$ cat src/rtl/iir_bp_pkg.sv
// Shared widths, coefficient table and FSM state type for the time-multiplexed
// ECG bandpass IIR (2-48 Hz at fs=500 Hz, four DF1 biquads).
package iir_bp_pkg;

  localparam int unsigned NUM_SOS  = 4;
  localparam int unsigned COEFF_W  = 25;
  localparam int unsigned INOUT_W  = 16;
  localparam int unsigned SCALE    = 23;
  localparam int unsigned ACC_W    = 44;
  localparam int unsigned NUM_TAPS = 5;
  localparam int unsigned SEC_W    = 2;
  localparam int unsigned TAP_W    = 3;
  localparam int unsigned PROD_W   = COEFF_W + INOUT_W;
  localparam int unsigned RES_W    = ACC_W - SCALE;

  typedef logic signed [COEFF_W-1:0] coeff_t;
  typedef logic signed [INOUT_W-1:0] sample_t;
  typedef logic signed [ACC_W-1:0]   acc_t;

  typedef struct packed {
    coeff_t b0;
    coeff_t b1;
    coeff_t b2;
    coeff_t a1;
    coeff_t a2;
  } sos_coeff_t;

  typedef enum logic [1:0] {ST_IDLE, ST_MAC, ST_FIN, ST_OUT} state_t;

  // Coefficients are real value * 2^SCALE.
  function automatic sos_coeff_t sos_coeff(input logic [SEC_W-1:0] sec);
    sos_coeff_t c;
    case (sec)
      SEC_W'(0): c = '{b0: 25'sd2174371, b1: 25'sd0, b2: -25'sd2174371,
                       a1: -25'sd11556035, a2: 25'sd5587438};
      SEC_W'(1): c = '{b0: 25'sd2174371, b1: 25'sd0, b2: -25'sd2174371,
                       a1: -25'sd16621402, a2: 25'sd8238155};
      SEC_W'(2): c = '{b0: 25'sd1949056, b1: 25'sd0, b2: -25'sd1949056,
                       a1: -25'sd16368696, a2: 25'sd7986060};
      default:   c = '{b0: 25'sd1949056, b1: 25'sd0, b2: -25'sd1949056,
                       a1: -25'sd9542824, a2: 25'sd2899653};
    endcase
    return c;
  endfunction

  // Feedback taps are negated here so the MAC only ever adds.
  function automatic coeff_t tap_coeff(input logic [SEC_W-1:0] sec,
                                       input logic [TAP_W-1:0] tap);
    sos_coeff_t c;
    coeff_t     k;
    c = sos_coeff(sec);
    case (tap)
      TAP_W'(0): k = c.b0;
      TAP_W'(1): k = c.b1;
      TAP_W'(2): k = c.b2;
      TAP_W'(3): k = -c.a1;
      default:   k = -c.a2;
    endcase
    return k;
  endfunction

endpackage

$ cat src/rtl/iir_mac_unit.sv
// Shared signed 16x25 multiply-accumulate with round-half-up, arithmetic shift
// and 16-bit saturation of the accumulated section result.
module iir_mac_unit
  import iir_bp_pkg::*;
(
  input  logic                      clk,
  input  logic                      rst_n,
  input  logic                      en,
  input  logic                      clr,
  input  logic signed [COEFF_W-1:0] coeff,
  input  logic signed [INOUT_W-1:0] data,
  output logic signed [INOUT_W-1:0] y_c,
  output logic                      sat_c
);

  localparam acc_t HALF = acc_t'(2 ** (SCALE - 1));
  localparam logic signed [RES_W-1:0] Y_MAX = RES_W'((2 ** (INOUT_W - 1)) - 1);
  localparam logic signed [RES_W-1:0] Y_MIN = RES_W'(-(2 ** (INOUT_W - 1)));

  acc_t                     acc;
  acc_t                     prod;
  acc_t                     rnd;
  logic signed [PROD_W-1:0] prod_raw;
  logic signed [RES_W-1:0]  res;

  always_comb begin
    prod_raw = PROD_W'(coeff) * PROD_W'(data);
    prod     = ACC_W'(prod_raw);
  end

  // Tap 0 restarts the sum so no separate clear cycle is needed.
  always_ff @(posedge clk) begin
    if (!rst_n) begin
      acc <= '0;
    end else if (en) begin
      acc <= (clr ? '0 : acc) + prod;
    end
  end

  always_comb begin
    rnd   = acc + HALF;
    res   = RES_W'(rnd >>> SCALE);
    sat_c = 1'b0;
    y_c   = INOUT_W'(res);
    if (res > Y_MAX) begin
      y_c   = INOUT_W'(Y_MAX);
      sat_c = 1'b1;
    end else if (res < Y_MIN) begin
      y_c   = INOUT_W'(Y_MIN);
      sat_c = 1'b1;
    end
  end

endmodule

$ cat src/rtl/iir_sos_cascade_sequencer.sv
// Sequences one shared MAC over four DF1 biquads per sample, holding per-section
// x/y history, with AXI-stream handshakes and full backpressure on both sides.
module iir_sos_cascade_sequencer
  import iir_bp_pkg::*;
(
  input  logic                      clk,
  input  logic                      rst_n,
  input  logic                      s_axis_tvalid,
  input  logic signed [INOUT_W-1:0] s_axis_tdata,
  output logic                      s_axis_tready,
  output logic signed [INOUT_W-1:0] m_axis_tdata,
  output logic                      m_axis_tvalid,
  input  logic                      m_axis_tready,
  output logic                      sat_pulse
);

  state_t             state;
  logic [SEC_W-1:0]   sec;
  logic [TAP_W-1:0]   tap;
  sample_t            x_cur;
  sample_t            x1 [NUM_SOS];
  sample_t            x2 [NUM_SOS];
  sample_t            y1 [NUM_SOS];
  sample_t            y2 [NUM_SOS];

  coeff_t             mac_coeff_c;
  sample_t            mac_data_c;
  logic               mac_en_c;
  logic               mac_clr_c;
  sample_t            y_c;
  logic               sat_c;

  // Tap mux: pick coefficient and operand for the current section/tap.
  always_comb begin
    mac_coeff_c = tap_coeff(sec, tap);
    case (tap)
      TAP_W'(1): mac_data_c = x1[sec];
      TAP_W'(2): mac_data_c = x2[sec];
      TAP_W'(3): mac_data_c = y1[sec];
      TAP_W'(4): mac_data_c = y2[sec];
      default:   mac_data_c = x_cur;
    endcase
    mac_en_c  = (state == ST_MAC);
    mac_clr_c = (tap == '0);
  end

  iir_mac_unit u_mac (
    .clk   (clk),
    .rst_n (rst_n),
    .en    (mac_en_c),
    .clr   (mac_clr_c),
    .coeff (mac_coeff_c),
    .data  (mac_data_c),
    .y_c   (y_c),
    .sat_c (sat_c)
  );

  always_ff @(posedge clk) begin
    if (!rst_n) begin
      state         <= ST_IDLE;
      sec           <= '0;
      tap           <= '0;
      x_cur         <= '0;
      s_axis_tready <= 1'b0;
      m_axis_tdata  <= '0;
      m_axis_tvalid <= 1'b0;
      sat_pulse     <= 1'b0;
      for (int i = 0; i < NUM_SOS; i++) begin
        x1[i] <= '0;
        x2[i] <= '0;
        y1[i] <= '0;
        y2[i] <= '0;
      end
    end else begin
      sat_pulse <= 1'b0;
      case (state)
        ST_IDLE: begin
          s_axis_tready <= 1'b1;
          if (s_axis_tvalid && s_axis_tready) begin
            x_cur         <= s_axis_tdata;
            sec           <= '0;
            tap           <= '0;
            s_axis_tready <= 1'b0;
            state         <= ST_MAC;
          end
        end
        ST_MAC: begin
          tap <= tap + TAP_W'(1);
          if (tap == TAP_W'(NUM_TAPS - 1)) begin
            state <= ST_FIN;
          end
        end
        // Commit the section result; the clamped value feeds both history and next stage.
        ST_FIN: begin
          x2[sec]   <= x1[sec];
          x1[sec]   <= x_cur;
          y2[sec]   <= y1[sec];
          y1[sec]   <= y_c;
          x_cur     <= y_c;
          sat_pulse <= sat_c;
          tap       <= '0;
          if (sec == SEC_W'(NUM_SOS - 1)) begin
            m_axis_tdata  <= y_c;
            m_axis_tvalid <= 1'b1;
            state         <= ST_OUT;
          end else begin
            sec   <= sec + SEC_W'(1);
            state <= ST_MAC;
          end
        end
        ST_OUT: begin
          if (m_axis_tready) begin
            m_axis_tvalid <= 1'b0;
            s_axis_tready <= 1'b1;
            state         <= ST_IDLE;
          end
        end
        default: state <= ST_IDLE;
      endcase
    end
  end

endmodule

$ cat config.mk
export PLATFORM = sky130hd
export DESIGN_NAME = iir_sos_cascade_sequencer
export DESIGN_NICKNAME = d
export VERILOG_FILES = /design/src/rtl/iir_bp_pkg.sv /design/src/rtl/iir_mac_unit.sv /design/src/rtl/iir_sos_cascade_sequencer.sv
export SDC_FILE = /design/constraint.sdc
export NUM_CORES = 2
export LEC_CHECK = 0
export CORE_MARGIN = 1.5
export CORE_UTILIZATION = 35
export DETAILED_ROUTE_END_ITERATION = 8
export SETUP_SLACK_MARGIN = 0.05
export SYNTH_ARGS = -nofsm -noshare
export SYNTH_HDL_FRONTEND = slang
export SYNTH_SLANG_ARGS = --single-unit
$ cat constraint.sdc
create_clock -name clk -period 20.8 [get_ports clk]
set_input_delay 4.16 -clock clk [delete_from_list [all_inputs] [get_ports clk]]
set_output_delay 4.16 -clock clk [all_outputs]
set_load 0.02 [all_outputs]
==> impl_metrics.json <==
{
  "yosys-top-cells-area": "fa_1 24%, edfxtp_1 24%, ha_1 6.1%, inv_1 5.7%, dfxtp_1 5.4%",
  "startpoint": "tap[0]",
  "maxCapViolations": 0,
  "cpMostUsedCell": "fa_1",
  "worst_pin_slew_ns": 1.216,
  "multi_input_area_um2": 20810,
  "hold_viol": 0,
  "seq_area_um2": 9457,
  "clock_sinks": 344,
  "synth_most_common_cell": "inv_1",
  "p_leak_uw": 0.01509,
  "fmax_ghz": 0.08130,
  "layout-drive-gt1-share": 0.07886,
  "io_pins": 39,
  "place_congestion": 0.9199,
  "clock_path_buffers": 3,
  "cts_max_level": 2,
  "yosysTopAreaCell": "fa_1",
  "synth_edf_count": 256,
  "worstPathRequired_ns": 21.22,
  "ctsHoldBuffers": 0,
  "detail_route.wl_per_cell_um": 19.80,
  "power_density_nw_per_um2": 145.4,
  "status": "finished clean",
  "fin_crit_sh": 0.5914,
  "synth_area_um2": 32570,
  "fillers": 9138,
  "slew_viol_final": 0,
  "die_w_um": 308.1,
  "antenna_cells": 0,
  "drtIter0Drc": 1952,
  "min_from": "u_mac.acc[13]",
  "numCtsBuffers": 37,
  "netlist.area_leader.share": 0.2391,
  "report.power.total_uw": 5184,
  "dieHeight_um": 308.1,
  "grt_pass1_vias": 23700,
  "path_buf_inv": 6,
  "synthCells": 3299,
  "r2r-start": "tap[0]",
  "ys_ff_latch": 344,
  "syn_to_final_growth_pct": 9.446,
  "initial_core_util": 0.3543,
  "critical_path_class": "flop to flop",
  "slew_headroom": 0.1895,
  "rsz0062_at_grt": "false",
  "drtPass1Iterations": 5,
  "cp-start-kind": "flop",
  "antenna_found_initial": 0,
  "post_cts_resized": 0,
  "drtAntennaViolNets": 0,
  "period_minus_slack_ns": 12.30,
  "clock-root-buffer": "clkbuf_16",
  "synth_top_cells_by_count": "496 x inv_1, 389 x fa_1, 378 x nor2_1",
  "avgSynthCellArea_um2": 9.873,
  "nNetsFinal": 3838,
  "cp_slowest_cell": "o22ai_1",
  "overflow": 0,
  "io_buffers": 38,
  "finalSetupViolCount": 0,
  "tritoncts": "yes",
  "finalClockSkew_ns": 0.03088,
  "end_kind": "flop",
  "arrival_ns": 12.72,
  "grt_pass1_wl_um": 142100,
  "drc": 0,
  "ir_worst_vdd_v": 0.0001404,
  "viasPerCell": 5.152,
  "synth-seq-area-share": 0.2901,
  "async_flop_share": 0,
  "clk_latency_ns": 0.55,
  "hpwl_um": 64750,
  "crit_family": "adder cells",
  "grt_max_degree": 77,
  "die-area_um2": 94890,
  "synth_nets": 3868,
  "vias": 23390,
  "clk_pin_slew_worst_paths_ns": 0.06,
  "hold_path.class": "flop to flop",
  "setup_slack_ns": 8.500,
  "yosys_warnings": 0,
  "ys_types": 83,
  "grt.total_usage": 0.1933,
  "synth_ff_type": "edfxtp_1",
  "setup-tns-final_ns": 0,
  "post_cts_buffers": 0,
  "rows": 111,
  "coreArea_um2": 91940,
  "drt-total-wl_um": 89890,
  "critPathMaxStageDelay_ns": 0.84,
  "place_ws_ns": 8.692,
  "path_max_fanout": 55,
  "finish.utilization": 0.3877
}
-- power by group --
group	internal (uW)	switching [uW]
clock network	381	278
logic	1370	2340
registers	777	36.0
-- worst reg2reg max path: cells and delay by family, from the launching register on --
family | cells | cell delay [ns]
buf+inv | 6 | 0.86
xor+xnor | 1 | 0.17
compound gates | 11 | 3.15
fa+ha+maj | 9 | 4.82
simple gates | 11 | 2.86
flops | 1 | 0.33
-- worst paths after layout --
check,cells after the start,end,slack [ns]
max,38,u_mac.acc[31],8.50
min,2,u_mac.acc[13],0.45
max reg2reg,38,u_mac.acc[31],8.50
min reg2reg,2,u_mac.acc[13],0.45
-- stage by stage --
| stage | instance area [um2] | hold slack, ns | std cells |
|---|---|---|---|
| 2_1_floorplan | 32570 | 0.4273 | 3299 |
| 3_3_place_gp | 34450 | 0.4338 | 4473 |
| 3_5_place_dp | 34450 | 0.4408 | 4473 |
| 4_1_cts | 35650 | 0.4488 | 4540 |
| 5_1_grt | 35650 | 0.4626 | 4540 |
| 6_report | 35650 | 0.4452 | 4540 |
-- cell usage in the layout, fill, tap and decap left out, types with 49 or more instances in the layout --
| master | instances |
|---|---|
| mux4_2 | 64 |
| nor2_1 | 376 |
| a21oi_1 | 126 |
| nand2_1 | 288 |
| nand3_1 | 49 |
| dfxtp_1 | 86 |
| ha_1 | 160 |
| nor2b_1 | 61 |
| xnor2_1 | 61 |
| and2_1 | 151 |
| edfxtp_1 | 256 |
| fa_1 | 389 |
| inv_1 | 495 |
| buf_4 | 51 |
| and3_1 | 67 |
-- logic make-up (layout without fill, tap and decap cells) --
family / count (synthesis) / count (layout) / share of synthesized area
adders and majority gates: 549 / 549 / 0.3006
AOI/OAI and AO/OA: 451 / 451 / 0.09347
muxes: 84 / 84 / 0.05105
and+or+nand+nor: 1124 / 1124 / 0.1633
buffers and inverters: 657 / 655 / 0.07683
DFF: 344 / 344 / 0.2901
xor gates and xnor gates: 90 / 90 / 0.02466
-- flip-flops by register name, indices dropped and copies added (netlist names), named ones only --
name           cells
y2                64
y1                64
s_axis_tready      1
m_axis_tvalid      1
state              2
x_cur             16
x1                64
sat_pulse          1
sec                2
tap                3
u_mac.acc         44
m_axis_tdata      16
x2                64
-- per-layer routing --
layer	GRT usage	up-vias	part of all wire
li1	-	10780	-
met1	0.2753	11830	0.45
met2	0.3125	674	0.47
met3	0.02158	113	0.056
met4	0.05064	0	0.027
met5	0	-	0
-- area by class of cell --
class | count | share of cell area
repair buffers | 89 | 0.02127
clock inverters | 14 | 0.004949
flip-flops and latches | 344 | 0.2653
inverters | 499 | 0.05254
clock buffers | 53 | 0.02861
multi-input cells | 2298 | 0.5837
well taps | 1243 | 0.04363
(Power assumes the default switching activity.)
